--- src/rtl/bp_pkg.sv ---
// Shared types for the GShare sequencing controller: controller states,
// the in-flight checkpoint record and the history shift helper.
package bp_pkg;

    localparam int BP_GHR_BITS = 5;

    typedef enum logic [1:0] {
        INIT    = 2'd0,
        RUN     = 2'd1,
        RECOVER = 2'd2
    } ctrl_state_e;

    // Snapshot taken at prediction time; ghr is the history *before* the shift.
    typedef struct packed {
        logic [BP_GHR_BITS-1:0] idx;
        logic                   pred;
        logic [BP_GHR_BITS-1:0] ghr;
    } ckpt_t;

    function automatic logic [BP_GHR_BITS-1:0] ghr_shift(
        input logic [BP_GHR_BITS-1:0] ghr,
        input logic                   dir
    );
        return {ghr[BP_GHR_BITS-2:0], dir};
    endfunction

endpackage

--- src/rtl/branch_pred_ctrl_if.sv ---
// IF / EX / PHT-write signal bundle of the branch predictor controller.
interface branch_pred_ctrl_if #(
    parameter int GHR_BITS = 5,
    parameter int TAG_W    = 2
);
    logic                if_br_valid;
    logic [GHR_BITS-1:0] if_pht_idx;
    logic                if_pred_taken;
    logic                if_ready;
    logic [TAG_W-1:0]    if_tag;
    logic [GHR_BITS-1:0] ghr_spec;
    logic                ex_resolve_valid;
    logic [TAG_W-1:0]    ex_tag;
    logic                ex_actual_taken;
    logic                pht_we;
    logic [GHR_BITS-1:0] pht_waddr;
    logic                pht_init;
    logic                pht_inc;
    logic                flush;
    logic                err;

    modport master (
        output if_br_valid, if_pht_idx, if_pred_taken,
        output ex_resolve_valid, ex_tag, ex_actual_taken,
        input  if_ready, if_tag, ghr_spec,
        input  pht_we, pht_waddr, pht_init, pht_inc, flush, err
    );

    modport slave (
        input  if_br_valid, if_pht_idx, if_pred_taken,
        input  ex_resolve_valid, ex_tag, ex_actual_taken,
        output if_ready, if_tag, ghr_spec,
        output pht_we, pht_waddr, pht_init, pht_inc, flush, err
    );
endinterface

--- src/rtl/bp_ckpt_fifo.sv ---
// In-order checkpoint queue: circular buffer of in-flight predicted branches,
// head slot readable combinationally, clear squashes everything.
module bp_ckpt_fifo
    import bp_pkg::*;
#(
    parameter  int DEPTH = 4,
    localparam int TAG_W = $clog2(DEPTH)
) (
    input  logic             clk,
    input  logic             rst_n,
    input  logic             push,
    input  logic             pop,
    input  logic             clear,
    input  ckpt_t            wdata,
    output ckpt_t            head_data,
    output logic [TAG_W-1:0] head,
    output logic [TAG_W-1:0] tail,
    output logic             full,
    output logic             empty
);
    localparam int               CNT_W   = TAG_W + 1;
    localparam int               CKPT_W  = $bits(ckpt_t);
    localparam logic [TAG_W-1:0] TAG_ONE = TAG_W'(1);
    localparam logic [CNT_W-1:0] CNT_ONE = CNT_W'(1);
    localparam logic [CNT_W-1:0] CNT_MAX = CNT_W'(DEPTH);

    ckpt_t            slot_r [DEPTH];
    logic [TAG_W-1:0] head_r;
    logic [TAG_W-1:0] tail_r;
    logic [CNT_W-1:0] count_r;
    logic             push_ok_s;
    logic             pop_ok_s;

    assign full      = (count_r == CNT_MAX);
    assign empty     = (count_r == {CNT_W{1'b0}});
    assign push_ok_s = push && !full;
    assign pop_ok_s  = pop && !empty;
    assign head      = head_r;
    assign tail      = tail_r;
    assign head_data = slot_r[head_r];

    // Pointer and occupancy bookkeeping; DEPTH is a power of two so pointers wrap naturally.
    always_ff @(posedge clk or negedge rst_n) begin
        if (!rst_n) begin
            head_r  <= {TAG_W{1'b0}};
            tail_r  <= {TAG_W{1'b0}};
            count_r <= {CNT_W{1'b0}};
        end else if (clear) begin
            head_r  <= {TAG_W{1'b0}};
            tail_r  <= {TAG_W{1'b0}};
            count_r <= {CNT_W{1'b0}};
        end else begin
            if (push_ok_s) begin
                tail_r <= tail_r + TAG_ONE;
            end
            if (pop_ok_s) begin
                head_r <= head_r + TAG_ONE;
            end
            case ({push_ok_s, pop_ok_s})
                2'b10:   count_r <= count_r + CNT_ONE;
                2'b01:   count_r <= count_r - CNT_ONE;
                default: count_r <= count_r;
            endcase
        end
    end

    // Checkpoint storage, written at the tail on accepted pushes.
    always_ff @(posedge clk or negedge rst_n) begin
        if (!rst_n) begin
            for (int i = 0; i < DEPTH; i++) begin
                slot_r[i] <= ckpt_t'({CKPT_W{1'b0}});
            end
        end else if (push_ok_s && !clear) begin
            slot_r[tail_r] <= wdata;
        end
    end

endmodule

--- src/rtl/branch_pred_ctrl.sv ---
// GShare sequencing controller: speculative history, in-flight checkpoints,
// PHT init sweep and training writes, mispredict flush and history restore.
module branch_pred_ctrl
    import bp_pkg::*;
#(
    parameter  int PHT_ENTRIES = 32,
    parameter  int GHR_BITS    = BP_GHR_BITS,
    parameter  int DEPTH       = 4,
    localparam int TAG_W       = $clog2(DEPTH)
) (
    input  logic               clk,
    input  logic               rst_n,
    branch_pred_ctrl_if.slave  bus
);
    localparam logic [GHR_BITS-1:0] LAST_IDX = GHR_BITS'(PHT_ENTRIES - 1);
    localparam logic [GHR_BITS-1:0] IDX_ONE  = GHR_BITS'(1);

    ctrl_state_e         state_r;
    logic [GHR_BITS-1:0] ghr_r;
    logic                pht_we_r;
    logic [GHR_BITS-1:0] pht_waddr_r;
    logic                pht_init_r;
    logic                pht_inc_r;
    logic                flush_r;
    logic                err_r;

    ckpt_t               head_slot_s;
    ckpt_t               push_data_s;
    logic [TAG_W-1:0]    head_s;
    logic [TAG_W-1:0]    tail_s;
    logic                full_s;
    logic                empty_s;
    logic                if_ready_s;
    logic                alloc_s;
    logic                resolve_hit_s;
    logic                resolve_bad_s;
    logic                mispredict_s;
    logic                push_s;
    logic                pop_s;
    logic                clear_s;

    assign push_data_s = '{idx: bus.if_pht_idx, pred: bus.if_pred_taken, ghr: ghr_r};

    bp_ckpt_fifo #(.DEPTH(DEPTH)) u_fifo (
        .clk       (clk),
        .rst_n     (rst_n),
        .push      (push_s),
        .pop       (pop_s),
        .clear     (clear_s),
        .wdata     (push_data_s),
        .head_data (head_slot_s),
        .head      (head_s),
        .tail      (tail_s),
        .full      (full_s),
        .empty     (empty_s)
    );

    // Allocation/resolve qualification; a mispredict squashes the same-cycle allocation.
    always_comb begin
        if_ready_s    = (state_r == RUN) && !full_s;
        alloc_s       = bus.if_br_valid && if_ready_s;
        resolve_hit_s = bus.ex_resolve_valid && (state_r == RUN) && !empty_s
                        && (bus.ex_tag == head_s);
        resolve_bad_s = bus.ex_resolve_valid && !resolve_hit_s;
        mispredict_s  = resolve_hit_s && (bus.ex_actual_taken != head_slot_s.pred);
        push_s        = alloc_s && !mispredict_s;
        pop_s         = resolve_hit_s && !mispredict_s;
        clear_s       = mispredict_s;
    end

    // Controller FSM with registered PHT-write, flush, error and history outputs.
    always_ff @(posedge clk or negedge rst_n) begin
        if (!rst_n) begin
            state_r     <= INIT;
            ghr_r       <= {GHR_BITS{1'b0}};
            pht_we_r    <= 1'b1;
            pht_waddr_r <= {GHR_BITS{1'b0}};
            pht_init_r  <= 1'b1;
            pht_inc_r   <= 1'b0;
            flush_r     <= 1'b0;
            err_r       <= 1'b0;
        end else begin
            flush_r <= 1'b0;
            err_r   <= err_r | resolve_bad_s;
            case (state_r)
                INIT: begin
                    pht_inc_r <= 1'b0;
                    if (pht_waddr_r == LAST_IDX) begin
                        state_r     <= RUN;
                        pht_we_r    <= 1'b0;
                        pht_init_r  <= 1'b0;
                        pht_waddr_r <= {GHR_BITS{1'b0}};
                    end else begin
                        pht_we_r    <= 1'b1;
                        pht_init_r  <= 1'b1;
                        pht_waddr_r <= pht_waddr_r + IDX_ONE;
                    end
                end
                RUN: begin
                    pht_init_r <= 1'b0;
                    if (resolve_hit_s) begin
                        pht_we_r    <= 1'b1;
                        pht_waddr_r <= head_slot_s.idx;
                        pht_inc_r   <= bus.ex_actual_taken;
                    end else begin
                        pht_we_r    <= 1'b0;
                        pht_waddr_r <= {GHR_BITS{1'b0}};
                        pht_inc_r   <= 1'b0;
                    end
                    // Restore from the pre-prediction snapshot plus the real outcome.
                    if (mispredict_s) begin
                        flush_r <= 1'b1;
                        ghr_r   <= ghr_shift(head_slot_s.ghr, bus.ex_actual_taken);
                        state_r <= RECOVER;
                    end else if (alloc_s) begin
                        ghr_r <= ghr_shift(ghr_r, bus.if_pred_taken);
                    end else begin
                        ghr_r <= ghr_r;
                    end
                end
                RECOVER: begin
                    state_r     <= RUN;
                    pht_we_r    <= 1'b0;
                    pht_init_r  <= 1'b0;
                    pht_waddr_r <= {GHR_BITS{1'b0}};
                    pht_inc_r   <= 1'b0;
                end
                default: begin
                    state_r     <= INIT;
                    pht_we_r    <= 1'b1;
                    pht_init_r  <= 1'b1;
                    pht_waddr_r <= {GHR_BITS{1'b0}};
                    pht_inc_r   <= 1'b0;
                end
            endcase
        end
    end

    assign bus.if_ready  = if_ready_s;
    assign bus.if_tag    = tail_s;
    assign bus.ghr_spec  = ghr_r;
    assign bus.pht_we    = pht_we_r;
    assign bus.pht_waddr = pht_waddr_r;
    assign bus.pht_init  = pht_init_r;
    assign bus.pht_inc   = pht_inc_r;
    assign bus.flush     = flush_r;
    assign bus.err       = err_r;

endmodule

--- src/flat_wrapper.sv ---
// flat-port wrapper written by rule: the top's interface ports become plain ports
module branch_pred_ctrl_flat import bp_pkg::*;
#(
    parameter  int PHT_ENTRIES = 32,
    parameter  int GHR_BITS    = BP_GHR_BITS,
    parameter  int DEPTH       = 4,
    localparam int TAG_W       = $clog2(DEPTH)
)
  (clk, rst_n, bus_if_br_valid, bus_if_pht_idx, bus_if_pred_taken, bus_ex_resolve_valid, bus_ex_tag, bus_ex_actual_taken, bus_if_ready, bus_if_tag, bus_ghr_spec, bus_pht_we, bus_pht_waddr, bus_pht_init, bus_pht_inc, bus_flush, bus_err);
  branch_pred_ctrl_if #(.GHR_BITS(GHR_BITS), .TAG_W((2))) bus_i ();
  input  logic clk;
  input  logic rst_n;
  input wire logic [$bits(bus_i.if_br_valid)-1:0] bus_if_br_valid;
  input wire logic [$bits(bus_i.if_pht_idx)-1:0] bus_if_pht_idx;
  input wire logic [$bits(bus_i.if_pred_taken)-1:0] bus_if_pred_taken;
  input wire logic [$bits(bus_i.ex_resolve_valid)-1:0] bus_ex_resolve_valid;
  input wire logic [$bits(bus_i.ex_tag)-1:0] bus_ex_tag;
  input wire logic [$bits(bus_i.ex_actual_taken)-1:0] bus_ex_actual_taken;
  output wire logic [$bits(bus_i.if_ready)-1:0] bus_if_ready;
  output wire logic [$bits(bus_i.if_tag)-1:0] bus_if_tag;
  output wire logic [$bits(bus_i.ghr_spec)-1:0] bus_ghr_spec;
  output wire logic [$bits(bus_i.pht_we)-1:0] bus_pht_we;
  output wire logic [$bits(bus_i.pht_waddr)-1:0] bus_pht_waddr;
  output wire logic [$bits(bus_i.pht_init)-1:0] bus_pht_init;
  output wire logic [$bits(bus_i.pht_inc)-1:0] bus_pht_inc;
  output wire logic [$bits(bus_i.flush)-1:0] bus_flush;
  output wire logic [$bits(bus_i.err)-1:0] bus_err;
  assign bus_i.if_br_valid = bus_if_br_valid;
  assign bus_i.if_pht_idx = bus_if_pht_idx;
  assign bus_i.if_pred_taken = bus_if_pred_taken;
  assign bus_i.ex_resolve_valid = bus_ex_resolve_valid;
  assign bus_i.ex_tag = bus_ex_tag;
  assign bus_i.ex_actual_taken = bus_ex_actual_taken;
  assign bus_if_ready = bus_i.if_ready;
  assign bus_if_tag = bus_i.if_tag;
  assign bus_ghr_spec = bus_i.ghr_spec;
  assign bus_pht_we = bus_i.pht_we;
  assign bus_pht_waddr = bus_i.pht_waddr;
  assign bus_pht_init = bus_i.pht_init;
  assign bus_pht_inc = bus_i.pht_inc;
  assign bus_flush = bus_i.flush;
  assign bus_err = bus_i.err;
  branch_pred_ctrl #(.PHT_ENTRIES(PHT_ENTRIES), .GHR_BITS(GHR_BITS), .DEPTH(DEPTH)) u_core (.clk(clk), .rst_n(rst_n), .bus(bus_i));
endmodule
--- config.mk ---
export PLATFORM = sky130hd
export DESIGN_NAME = branch_pred_ctrl_flat
export DESIGN_NICKNAME = d
export VERILOG_FILES = /design/src/rtl/bp_pkg.sv /design/src/rtl/branch_pred_ctrl_if.sv /design/src/rtl/bp_ckpt_fifo.sv /design/src/rtl/branch_pred_ctrl.sv /design/src/flat_wrapper.sv
export SDC_FILE = /design/constraint.sdc
export NUM_CORES = 1
export LEC_CHECK = 0
export CORE_ASPECT_RATIO = 0.75
export CORE_UTILIZATION = 60
export CTS_CLUSTER_SIZE = 25
export DETAILED_ROUTE_END_ITERATION = 16
export PLACE_DENSITY = 0.83
export SETUP_SLACK_MARGIN = 0.1
export SLEW_MARGIN = 10
export SYNTH_ARGS = -nofsm -noshare
export SYNTH_HDL_FRONTEND = slang
export SYNTH_SLANG_ARGS = --single-unit
--- constraint.sdc ---
create_clock -name clk -period 5.2 [get_ports clk]
set_input_delay 0.52 -clock clk [delete_from_list [all_inputs] [get_ports clk]]
set_output_delay 0.52 -clock clk [all_outputs]
set_load 0.005 [all_outputs]
==> impl_metrics.py, run 1 <==
metrics = {
    "pwr": {
        "p_leak_nw": 1.55,
        "powerDensity_nw_per_um2": 600,
        "ir_worst_vdd_uv": 351,
        "power_mw": 2.16,
    },
    "clock_tree": {
        "cts_resized": 0,
        "clock_latency_ns": 0.34,
        "clockBufferDepth": 2,
        "postCtsSetupBuffers": 0,
        "cts_root_buffer": "clkbuf_8",
        "cts_sinks": 64,
        "cts_tree": "built",
        "clkSlewWorstSetupHoldPaths_ns": 0.07,
        "postCtsHoldBufs": 0,
        "cts_buffers": 9,
        "cts_htree_levels": 3,
    },
    "routing": {
        "wl_mm": 5.55,
        "drt_iter0_drc": 88,
        "routed_via_density": 5.83,
        "vias": 1835,
        "drt_first_pass_iters": 10,
        "drc": 7,
        "wire_per_inst_um": 17.6,
        "final_antenna_net_count": 0,
    },
    "worst_setup_path": {
        "crit_arrival_ns": 3.32,
        "worst-setup-path-type": "reg -> reg",
        "critPathMaxFanout": 15,
        "critPathSlowestCell": "dfrtp_1",
        "cp_num_buf_inv": 0,
        "slowest_delay_ns": 0.78,
        "crit_chain": "mux4_2 -> xnor2_4 -> o21ai_0 -> ha_1 -> fa_1 -> xnor2_1 -> nor2_1 -> xnor2_1 -> nor2_1",
        "worstSetupEndpointType": "flip-flop",
        "crit_family": "flip-flops",
        "start_kind": "flip-flop",
        "critPathRequiredTime_ns": 5.41,
    },
    "die": {
        "die_w_um": 84.8,
        "start_util": 0.626,
        "ios": 31,
        "core_um2": 4930,
        "placementRows": 22,
        "die-area_um2": 5440,
        "fp.dieH_um": 64.1,
    },
    "timing": {
        "clock.fmax_mhz": 321,
        "period_share": 0.599,
        "finalSetupTns_ns": 0,
        "rsz0062_at_grt": "false",
        "hold_violations": 0,
        "skew_ns": 0.00673,
        "worst_slew_pin_slew_ns": 0.856,
        "slew_violations": 0,
        "slew_headroom": 0.424,
        "setup_violations": 0,
        "layout_min_cycle_time_ns": 3.12,
    },
    "synth": {
        "netlist_top_cells_count": "dfrtp_1 (62), mux2_2 (47), nor2_1 (12)",
        "async_flop_share": 1.00,
        "synth_ff_type": "dfrtp_1",
        "synth_fa_ha_area_frac": 0.0349,
        "yosysWarnings": 0,
        "syn-num-nets": 236,
        "synth_mux_area_frac": 0.266,
        "synth_xor_area_frac": 0.0345,
        "yosysMostFrequentCell": "dfrtp_1",
        "synth_area_leaders": "dfrtp_1 (50%), mux2_2 (17%), mux4_2 (6.6%)",
        "synth_area_leader_cell": "dfrtp_1",
        "netlist_instances": 215,
        "syn_avg_cell_area_um2": 14.4,
        "yosysUniqueCellTypes": 38,
        "synth_top_area_frac": 0.503,
        "synth-seq-cells": 64,
        "synth_area_um2": 3090,
        "synth_top_family_by_area": "multiplexers",
        "synth-simple-area-share": 0.0726,
        "synth_compound_area_frac": 0.0535,
        "ys_seq_area_frac": 0.520,
        "synth_edf_count": 0,
    },
    "outcome": {
        "violations": "design-rule violations",
        "status": "finished, violations left",
    },
    "global_route": {
        "grt-ovfl-total": 0,
        "grt_pass1_vias": 1879,
        "grt_pass1_wl_mm": 9.50,
        "grt_util_all_layers": 0.239,
        "grt_max_degree": 65,
        "antenna_found_initial": 0,
    },
    "run": {
        "maxCapViolations": 0,
    },
    "layout": {
        "antenna_cells": 0,
        "area_growth_pct": 16.8,
        "seqCellArea_um2": 1600,
        "multi_input_area_um2": 1430,
        "final_nets": 271,
        "nFillCells": 321,
        "drive_gt1_frac": 0.322,
        "fin_cells": 315,
    },
    "place": {
        "dpl.hpwl_mm": 3.58,
        "gp_congestion": 0.717,
        "port_buffers": 30,
        "dp.cells": 299,
    },
    "min_path": {
        "hold_path.class": "in -> async",
    },
}
## power by group
group | total [mW] | internal, mW | switching [mW]
Sequential | 0.904 | 0.728 | 0.176
Combinational | 0.856 | 0.507 | 0.350
Clock | 0.402 | 0.221 | 0.181
## area by class of cell
cell class	instances	share of cell area
clock buffers	13	0.0385
inverters	2	0.00208
multi-input cells	141	0.395
flip-flops and latches	64	0.445
clock inverters	3	0.0118
well taps	60	0.0208
repair buffers	32	0.0861
## state kept, by name, summed over array words and instances (netlist names)
signal                 flops
u_core.bus.pht_waddr       5
u_core.bus.ghr_spec        5
u_core.u_fifo.tail         2
u_core.bus.pht_we          1
u_core.u_fifo.head         2
u_core.bus.pht_inc         1
u_core.u_fifo.slot_r      40
u_core.bus.flush           1
u_core.u_fifo.count_r      3
u_core.state_r             2
u_core.bus.err             1
u_core.bus.pht_init        1
## metal layers
layer	global-route usage	vias to the layer above	part of all wire
li1	-	856	-
met1	0.321	934	0.49
met2	0.378	36	0.46
met3	0.0698	9	0.035
met4	0.0826	0	0.015
met5	0	-	0
## worst register-to-register path: cells and delay by family (launching register included)
family / cells / cell delay [ns]
DFF: 1 / 0.78
adders and majority gates: 2 / 0.71
xor gates and xnor gates: 3 / 0.67
AOI/OAI and AO/OA: 1 / 0.19
muxes: 1 / 0.47
and+or+nand+nor: 2 / 0.16
## through the flow
| step | hold slack [ns] | area [µm²] | setup slack, ns | utilization |
|---|---|---|---|---|
| floorplan | 0.224 | 3090 | 2.57 | - |
| CTS | 0.371 | 3600 | 2.07 | 0.731 |
| global route | 0.412 | 3600 | 1.97 | 0.731 |
| detailed placement | 0.452 | 3420 | 1.95 | 0.695 |
| global placement | 0.442 | 3420 | 2.05 | 0.695 |
| finish | 0.357 | 3600 | 2.08 | 0.731 |
## final timing paths
path,endpoint,slack (ns),startpoint,cells after the start
setup / recovery,u_core.u_fifo.count_r[2],2.08,u_core.u_fifo.head[1],9
hold / removal,u_core.bus.pht_waddr[2],0.36,rst_n,2
setup reg to reg,u_core.u_fifo.count_r[2],2.08,u_core.u_fifo.head[1],9
hold reg to reg,u_core.bus.err,0.46,u_core.bus.err,1
max in group asynchronous,u_core.u_fifo.slot_r[24],4.33,rst_n,2
min in group clk,u_core.bus.err,0.46,u_core.bus.err,1
## cell usage in the layout (no fill, tap or decap), types with 2 or more instances in the layout
| cell type | n |
|---|---|
| dfrtp_1 | 62 |
| mux2_2 | 47 |
| clkdlybuf4s50_1 | 29 |
| nor2_1 | 12 |
| mux4_2 | 9 |
| clkbuf_8 | 9 |
| nand2_1 | 8 |
| ha_1 | 7 |
| o21ai_0 | 6 |
| xnor2_1 | 5 |
| xor2_1 | 4 |
| nor2b_1 | 4 |
| a21oi_1 | 4 |
| o211ai_4 | 4 |
| clkbuf_1 | 4 |
| and2_1 | 3 |
| nand3_1 | 3 |
| mux2i_1 | 3 |
| mux2_1 | 3 |
| nor3_1 | 2 |
| and3_1 | 2 |
| inv_1 | 2 |
| buf_4 | 2 |
| dfstp_2 | 2 |
## logic make-up (layout without fill, tap and decap cells)
logic type                 Yosys count  count (layout)
DFF                                 64              64
muxes                               63              63
and+or+nand+nor                     42              42
AOI/OAI and AO/OA                   18              18
xor gates and xnor gates            10              10
buffers and inverters               10              50
adders and majority gates            8               8
Power figures use the tool's default switching activity.
==> run 2, diff against run 1 <==
--- a/config.mk
+++ b/config.mk
@@ -6,10 +6,10 @@
 export NUM_CORES = 1
 export LEC_CHECK = 0
 export CORE_ASPECT_RATIO = 0.75
-export CORE_UTILIZATION = 60
+export CORE_UTILIZATION = 51
 export CTS_CLUSTER_SIZE = 25
 export DETAILED_ROUTE_END_ITERATION = 16
-export PLACE_DENSITY = 0.83
+export PLACE_DENSITY = 0.76
 export SETUP_SLACK_MARGIN = 0.1
 export SLEW_MARGIN = 10
 export SYNTH_ARGS = -nofsm -noshare
==> constraint.sdc (replaced) <==
create_clock -name clk -period 2.5 [get_ports clk]
set_input_delay 0.25 -clock clk [delete_from_list [all_inputs] [get_ports clk]]
set_output_delay 0.25 -clock clk [all_outputs]
set_load 0.005 [all_outputs]
==> run 2 against run 1 <==
The flow now finishes without violations; via count increased by 4.4%; count of clock-buffer cells in the layout decreased by 3; first-iteration DRC count decreased by 57%; global-route usage decreased by 2.3 points; sequential power increased by 110%; non-clock buffer count increased by 15; core utilization decreased by 7.0 points; power increased by 120%; register-to-register slack got worse by 2.0 ns; sequential cell count unchanged.
==> impl_metrics.py, run 2 (synthesis gave the netlist of run 1 again) <==
metrics = {
    "outcome": {
        "status": "finished clean",
    },
    "timing": {
        "worst_slew_pin_slew_ns": 0.692,
        "slew_headroom": 0.538,
        "layout_min_cycle_time_ns": 2.41,
        "finalSetupTns_ns": 0,
        "period_share": 0.966,
        "rsz0062_at_grt": "true",
        "hold_violations": 0,
        "skew_ns": 0.00433,
        "setup_violations": 0,
        "slew_violations": 0,
        "setup_slack_ns": 0.0851,
        "clock.fmax_mhz": 414,
    },
    "min_path": {
        "hp-start": "u_core.bus.err",
        "min_delay_path_depth": 1,
        "hold_path.class": "reg -> reg",
        "min_to": "u_core.bus.err",
    },
    "die": {
        "core_um2": 5830,
        "ios": 31,
        "fp.dieH_um": 69.4,
        "die-area_um2": 6370,
        "placementRows": 24,
        "start_util": 0.530,
        "die_w_um": 91.8,
    },
    "global_route": {
        "grt_util_all_layers": 0.216,
        "grt_max_degree": 35,
        "antenna_found_initial": 0,
        "grt_pass1_vias": 2065,
        "grt-ovfl-total": 0,
        "grt_pass1_wl_mm": 10.3,
    },
    "pwr": {
        "p_leak_nw": 1.68,
        "powerDensity_nw_per_um2": 1230,
        "power_mw": 4.75,
        "ir_worst_vdd_uv": 619,
    },
    "worst_setup_path": {
        "rr_endpoint": "u_core.u_fifo.count_r[2]",
        "start_kind": "flip-flop",
        "crit_arrival_ns": 2.65,
        "slowest_delay_ns": 0.59,
        "crit_path_start": "u_core.u_fifo.head[0]",
        "worstSetupEndpointType": "flip-flop",
        "worst-setup-path-type": "reg -> reg",
        "critPathMaxFanout": 3,
        "critPathSlowestCell": "mux4_2",
        "r2r_slack_ns": 0.09,
        "critPathRequiredTime_ns": 2.73,
        "rr_worst_depth": 9,
        "rr_startpoint": "u_core.u_fifo.head[0]",
        "crit_chain": "mux4_2 -> xnor2_4 -> and2_4 -> ha_4 -> fa_2 -> xnor2_2 -> nor2_2 -> xnor2_1 -> nor2_1",
    },
    "layout": {
        "final_area_um2": 3850,
        "drive_gt1_frac": 0.393,
        "largest_reg_flops": 40,
        "final_common_cell": "dfrtp_1",
        "fin_cells": 348,
        "area_growth_pct": 24.9,
        "final_nets": 286,
        "final_cell_mix": "dfrtp_1 (62), mux2_2 (47), clkdlybuf4s50_1 (29)",
        "antenna_cells": 0,
        "largest_register": "u_core.u_fifo.slot_r",
    },
    "routing": {
        "routed_via_density": 5.50,
        "drc": 0,
        "drt_first_pass_iters": 4,
        "drt_iter0_drc": 38,
        "wire_per_inst_um": 17.4,
        "final_antenna_net_count": 0,
        "vias": 1915,
        "wl_mm": 6.05,
    },
    "clock_tree": {
        "cts_tree": "built",
        "cts_sinks": 64,
        "clkSlewWorstSetupHoldPaths_ns": 0.07,
        "cts_buffers": 9,
        "clockBufferDepth": 2,
        "cts_root_buffer": "clkbuf_8",
        "clock_latency_ns": 0.34,
        "cts_htree_levels": 3,
    },
    "place": {
        "port_buffers": 30,
        "dp.cells": 329,
        "gp_congestion": 0.730,
        "place_ws_ns": 0.0471,
        "placed_area_um2": 3600,
        "dpl.hpwl_mm": 4.10,
    },
    "run": {
        "maxCapViolations": 0,
    },
}
## run 2: timing repair
action                                  in CTS  in global routing
buffers inserted                             1                  1
pin swaps                                    5                  5
hold buffers                                 1                  0
gates resized for setup                      2                  4
hold endpoints to repair                    30                  0
endpoints found under the setup margin       1                  2
## run 2: worst max path at each step
stage / endpoint / cells after the start / slack (ns)
after CTS: u_core.u_fifo.count_r[2] / 9 / 0.09
after global routing: u_core.u_fifo.count_r[2] / 9 / -0.03
final: u_core.u_fifo.count_r[2] / 9 / 0.09
after global placement: u_core.u_fifo.count_r[1] / 8 / 0.07
after detailed placement: u_core.u_fifo.count_r[1] / 8 / 0.05
after floorplan: u_core.u_fifo.count_r[2] / 10 / -0.08
## run 2: metrics by stage
stage,util,hold slack (ns)
2_1_floorplan,-,-0.0456
3_3_place_gp,0.618,0.338
4_1_cts,0.657,0.461
3_5_place_dp,0.618,0.331
6_report,0.662,0.456
5_1_grt,0.662,0.480
## run 2: critical path, delay by kind of cell, from the launching register on
| family | cells | cell delay (ns) |
|---|---|---|
| simple gates | 3 | 0.36 |
| flops | 1 | 0.38 |
| xor+xnor | 3 | 0.47 |
| mux | 1 | 0.59 |
| fa+ha+maj | 2 | 0.51 |
## run 2: layer usage
| metal | share of wire | GRT usage | wire, µm |
|---|---|---|---|
| met4 | 0.011 | 0.0712 | 65 |
| met5 | 0 | 0 | 0 |
| met3 | 0.033 | 0.0559 | 201 |
| met2 | 0.48 | 0.340 | 2880 |
| met1 | 0.48 | 0.296 | 2900 |
## run 2: layout make-up
cell class	instances	area [µm²]
Inverter	2	7.51
Multi-Input combinational cell	141	1460
Sequential cell	64	1600
Fill cell	445	1970
Tap cell	78	97.6
Clock inverter	6	58.8
Timing Repair Buffer	47	492
Clock buffer	10	138
## run 2: report_power, final
part,leakage (nW),internal [mW],switching (mW)
Sequential,0.793,1.52,0.344
Clock,0.106,0.482,0.391
Combinational,0.779,1.19,0.828
==> run 3, diff against run 2 <==
--- a/config.mk
+++ b/config.mk
@@ -11,7 +11,7 @@
 export DETAILED_ROUTE_END_ITERATION = 16
 export PLACE_DENSITY = 0.76
 export SETUP_SLACK_MARGIN = 0.1
-export SLEW_MARGIN = 10
+export SLEW_MARGIN = 20
 export SYNTH_ARGS = -nofsm -noshare
 export SYNTH_HDL_FRONTEND = slang
 export SYNTH_SLANG_ARGS = --single-unit
==> results of run 3 <==
The final DEF is identical to that of run 2; final timing and power are the same.
==> RTL edit: new RTL, flow settings as in run 3 <==
`PHT_ENTRIES` is set to 32 in 2 places; all go to 31.
--- a/src/rtl/branch_pred_ctrl.sv
+++ b/src/rtl/branch_pred_ctrl.sv
@@ -5,3 +5,3 @@
 #(
-    parameter  int PHT_ENTRIES = 32,
+    parameter  int PHT_ENTRIES = 31,
     parameter  int GHR_BITS    = BP_GHR_BITS,
--- a/src/flat_wrapper.sv
+++ b/src/flat_wrapper.sv
@@ -3,3 +3,3 @@
 #(
-    parameter  int PHT_ENTRIES = 32,
+    parameter  int PHT_ENTRIES = 31,
     parameter  int GHR_BITS    = BP_GHR_BITS,
Check against the original RTL: same outputs for any inputs over 10 cycles, from zero or initial values and one cycle with rst_n low; that may be too few to reach the edited logic, so the function may still have changed.
==> RTL edit against run 3 <==
- critical path depth is 1 lower
- sequential cell count stayed put
- total power is 1.3% higher
- hold slack worse by 64 ps
- maximum frequency is 2.2% higher
- setup slack better by 52 ps
- critical path type unchanged
- global-route usage is 0.52 points lower
- count of clock-buffer cells in the layout stayed put
- cell area is 0.23% higher
- area after synthesis hardly changed
- routed wire length is 2.0% lower
- critical endpoint is now u_core.u_fifo.count_r[1]
==> RTL edit: results (changes against run 3) <==
stage;metric;value;unit;change
outcome;outcome;complete, no violations;;
global_routing;gr usage total;21.1;%;-0.52 points
placement;Routability Congestion;0.729;;-0.16%
hold_path;Hold Path Class;in2async;;
detailed_routing;initial DRC count;69;;+82%
placement;DP Area;3590;um2;-0.21%
layout;final-layout fill cell count;441;;-0.90%
synth;most instantiated cells after synthesis;dfrtp_1 (62), mux2_2 (45), mux4_2 (10);;
detailed_routing;met2 WL;2690;um;-6.6%
global_routing;first-pass GRT wire length;10100;um;-2.5%
synth;syn nets;233;;-1.3%
worst_setup_path;CP Data Arrival Time;2600;ps;-50 ps
worst_setup_path;R2R Setup Slk;140;ps;+50 ps
synth;Synth Instances;212;;-1.4%
sta;Worst Clk Skew;9.37;ps;+5.04 ps
placement;HPWL after detailed placement;3910;um;-4.6%
worst_setup_path;slowest cell on the critical path;or4_4;;
sta;hold_ws;392;ps;-63.8 ps
detailed_routing;via count;1890;;-1.3%
layout;Final #Nets;286;;unchanged
global_routing;largest net degree at the start of global routing;25;;-29%
global_routing;vias in the first global route;1962;;-5.0%
detailed_routing;Routed WL per cell;17.0;um;-2.0%
synth;post-synthesis cell type count;37;;-2.6%
synth;Seq/Total Area, Yosys;52.0;%;about the same
layout;layout cell share with drive strength beyond 1;39.6;%;+0.37 points
sta;Relative slew margins;67.7;%;+14 points
worst_setup_path;crit-path max cell delay;490;ps;-100 ps
## RTL edit: repair_timing
| item | in CTS | in global routing |
|---|---|---|
| hold buffers | 1 | 0 |
| setup endpoints to repair | 1 | 2 |
| pin swaps | 1 | 5 |
| endpoints found under the hold margin | 17 | 0 |
| buffers inserted | 1 | 2 |
| gates resized for setup | 1 | 2 |
## RTL edit: through the flow
step / setup slack, ps / util, %
after floorplan: -114 / -
after global placement: 55.1 / 61.7
after detailed placement: -11.6 / 61.7
after CTS: 102 / 65.8
after global routing: 19.8 / 66.3
final: 137 / 66.3
## RTL edit: path summary, 6_finish.rpt
| kind | endpoint | start | cells past startpoint |
|---|---|---|---|
| worst max-delay path | u_core.u_fifo.count_r[1] | u_core.u_fifo.head[0] | 8 |
| worst min-delay path | u_core.bus.ghr_spec[0] | rst_n | 2 |
| worst max register to register | u_core.u_fifo.count_r[1] | u_core.u_fifo.head[0] | 8 |
| worst min register to register | u_core.bus.err | u_core.bus.err | 1 |
| max in group asynchronous | u_core.u_fifo.slot_r[16] | rst_n | 3 |
| min in group clk | u_core.bus.err | u_core.bus.err | 1 |
## RTL edit: cell type report
class	instances	area share, %
sequential	64	41.5
inverter	4	0.389
timing repair buffer	50	12.9
tap	78	2.53
multi-input combinational	136	37.0
clock buffer	10	3.30
clock inverter	6	2.40
## RTL edit: kinds of logic after synthesis
| logic type | after synthesis | share of synthesized area [%] |
|---|---|---|
| flops | 64 | 52.0 |
| mux | 60 | 25.9 |
| simple gates | 33 | 5.48 |
| compound gates | 22 | 6.62 |
| xor+xnor | 13 | 4.30 |
| buf+inv | 12 | 2.23 |
| fa+ha+maj | 8 | 3.49 |
## RTL edit: power breakdown
part | switching, W | total [W] | internal [W] | leakage, nW
logic | 0.000800 | 0.00201 | 0.00121 | 0.791
clock network | 0.000415 | 0.000982 | 0.000566 | 0.103
registers | 0.000334 | 0.00183 | 0.00149 | 0.802
## RTL edit: worst max-delay path, delay by kind of cell (launching register included)
family                   cells  cell delay [ps]
adder cells (fa/ha/maj)      2              620
AND/OR/NAND/NOR              2              540
flip-flops                   1              400
AO/OA/AOI/OAI                1              230
multiplexers                 1              170
XOR/XNOR                     1              160
buffers and inverters        1              150
## RTL edit: routing by layer
layer  vias up  global-route usage, %
li1        871                      -
met1       974                   30.4
met2        38                   31.1
met3         7                   7.13
met4         0                   5.21
met5         -                      0
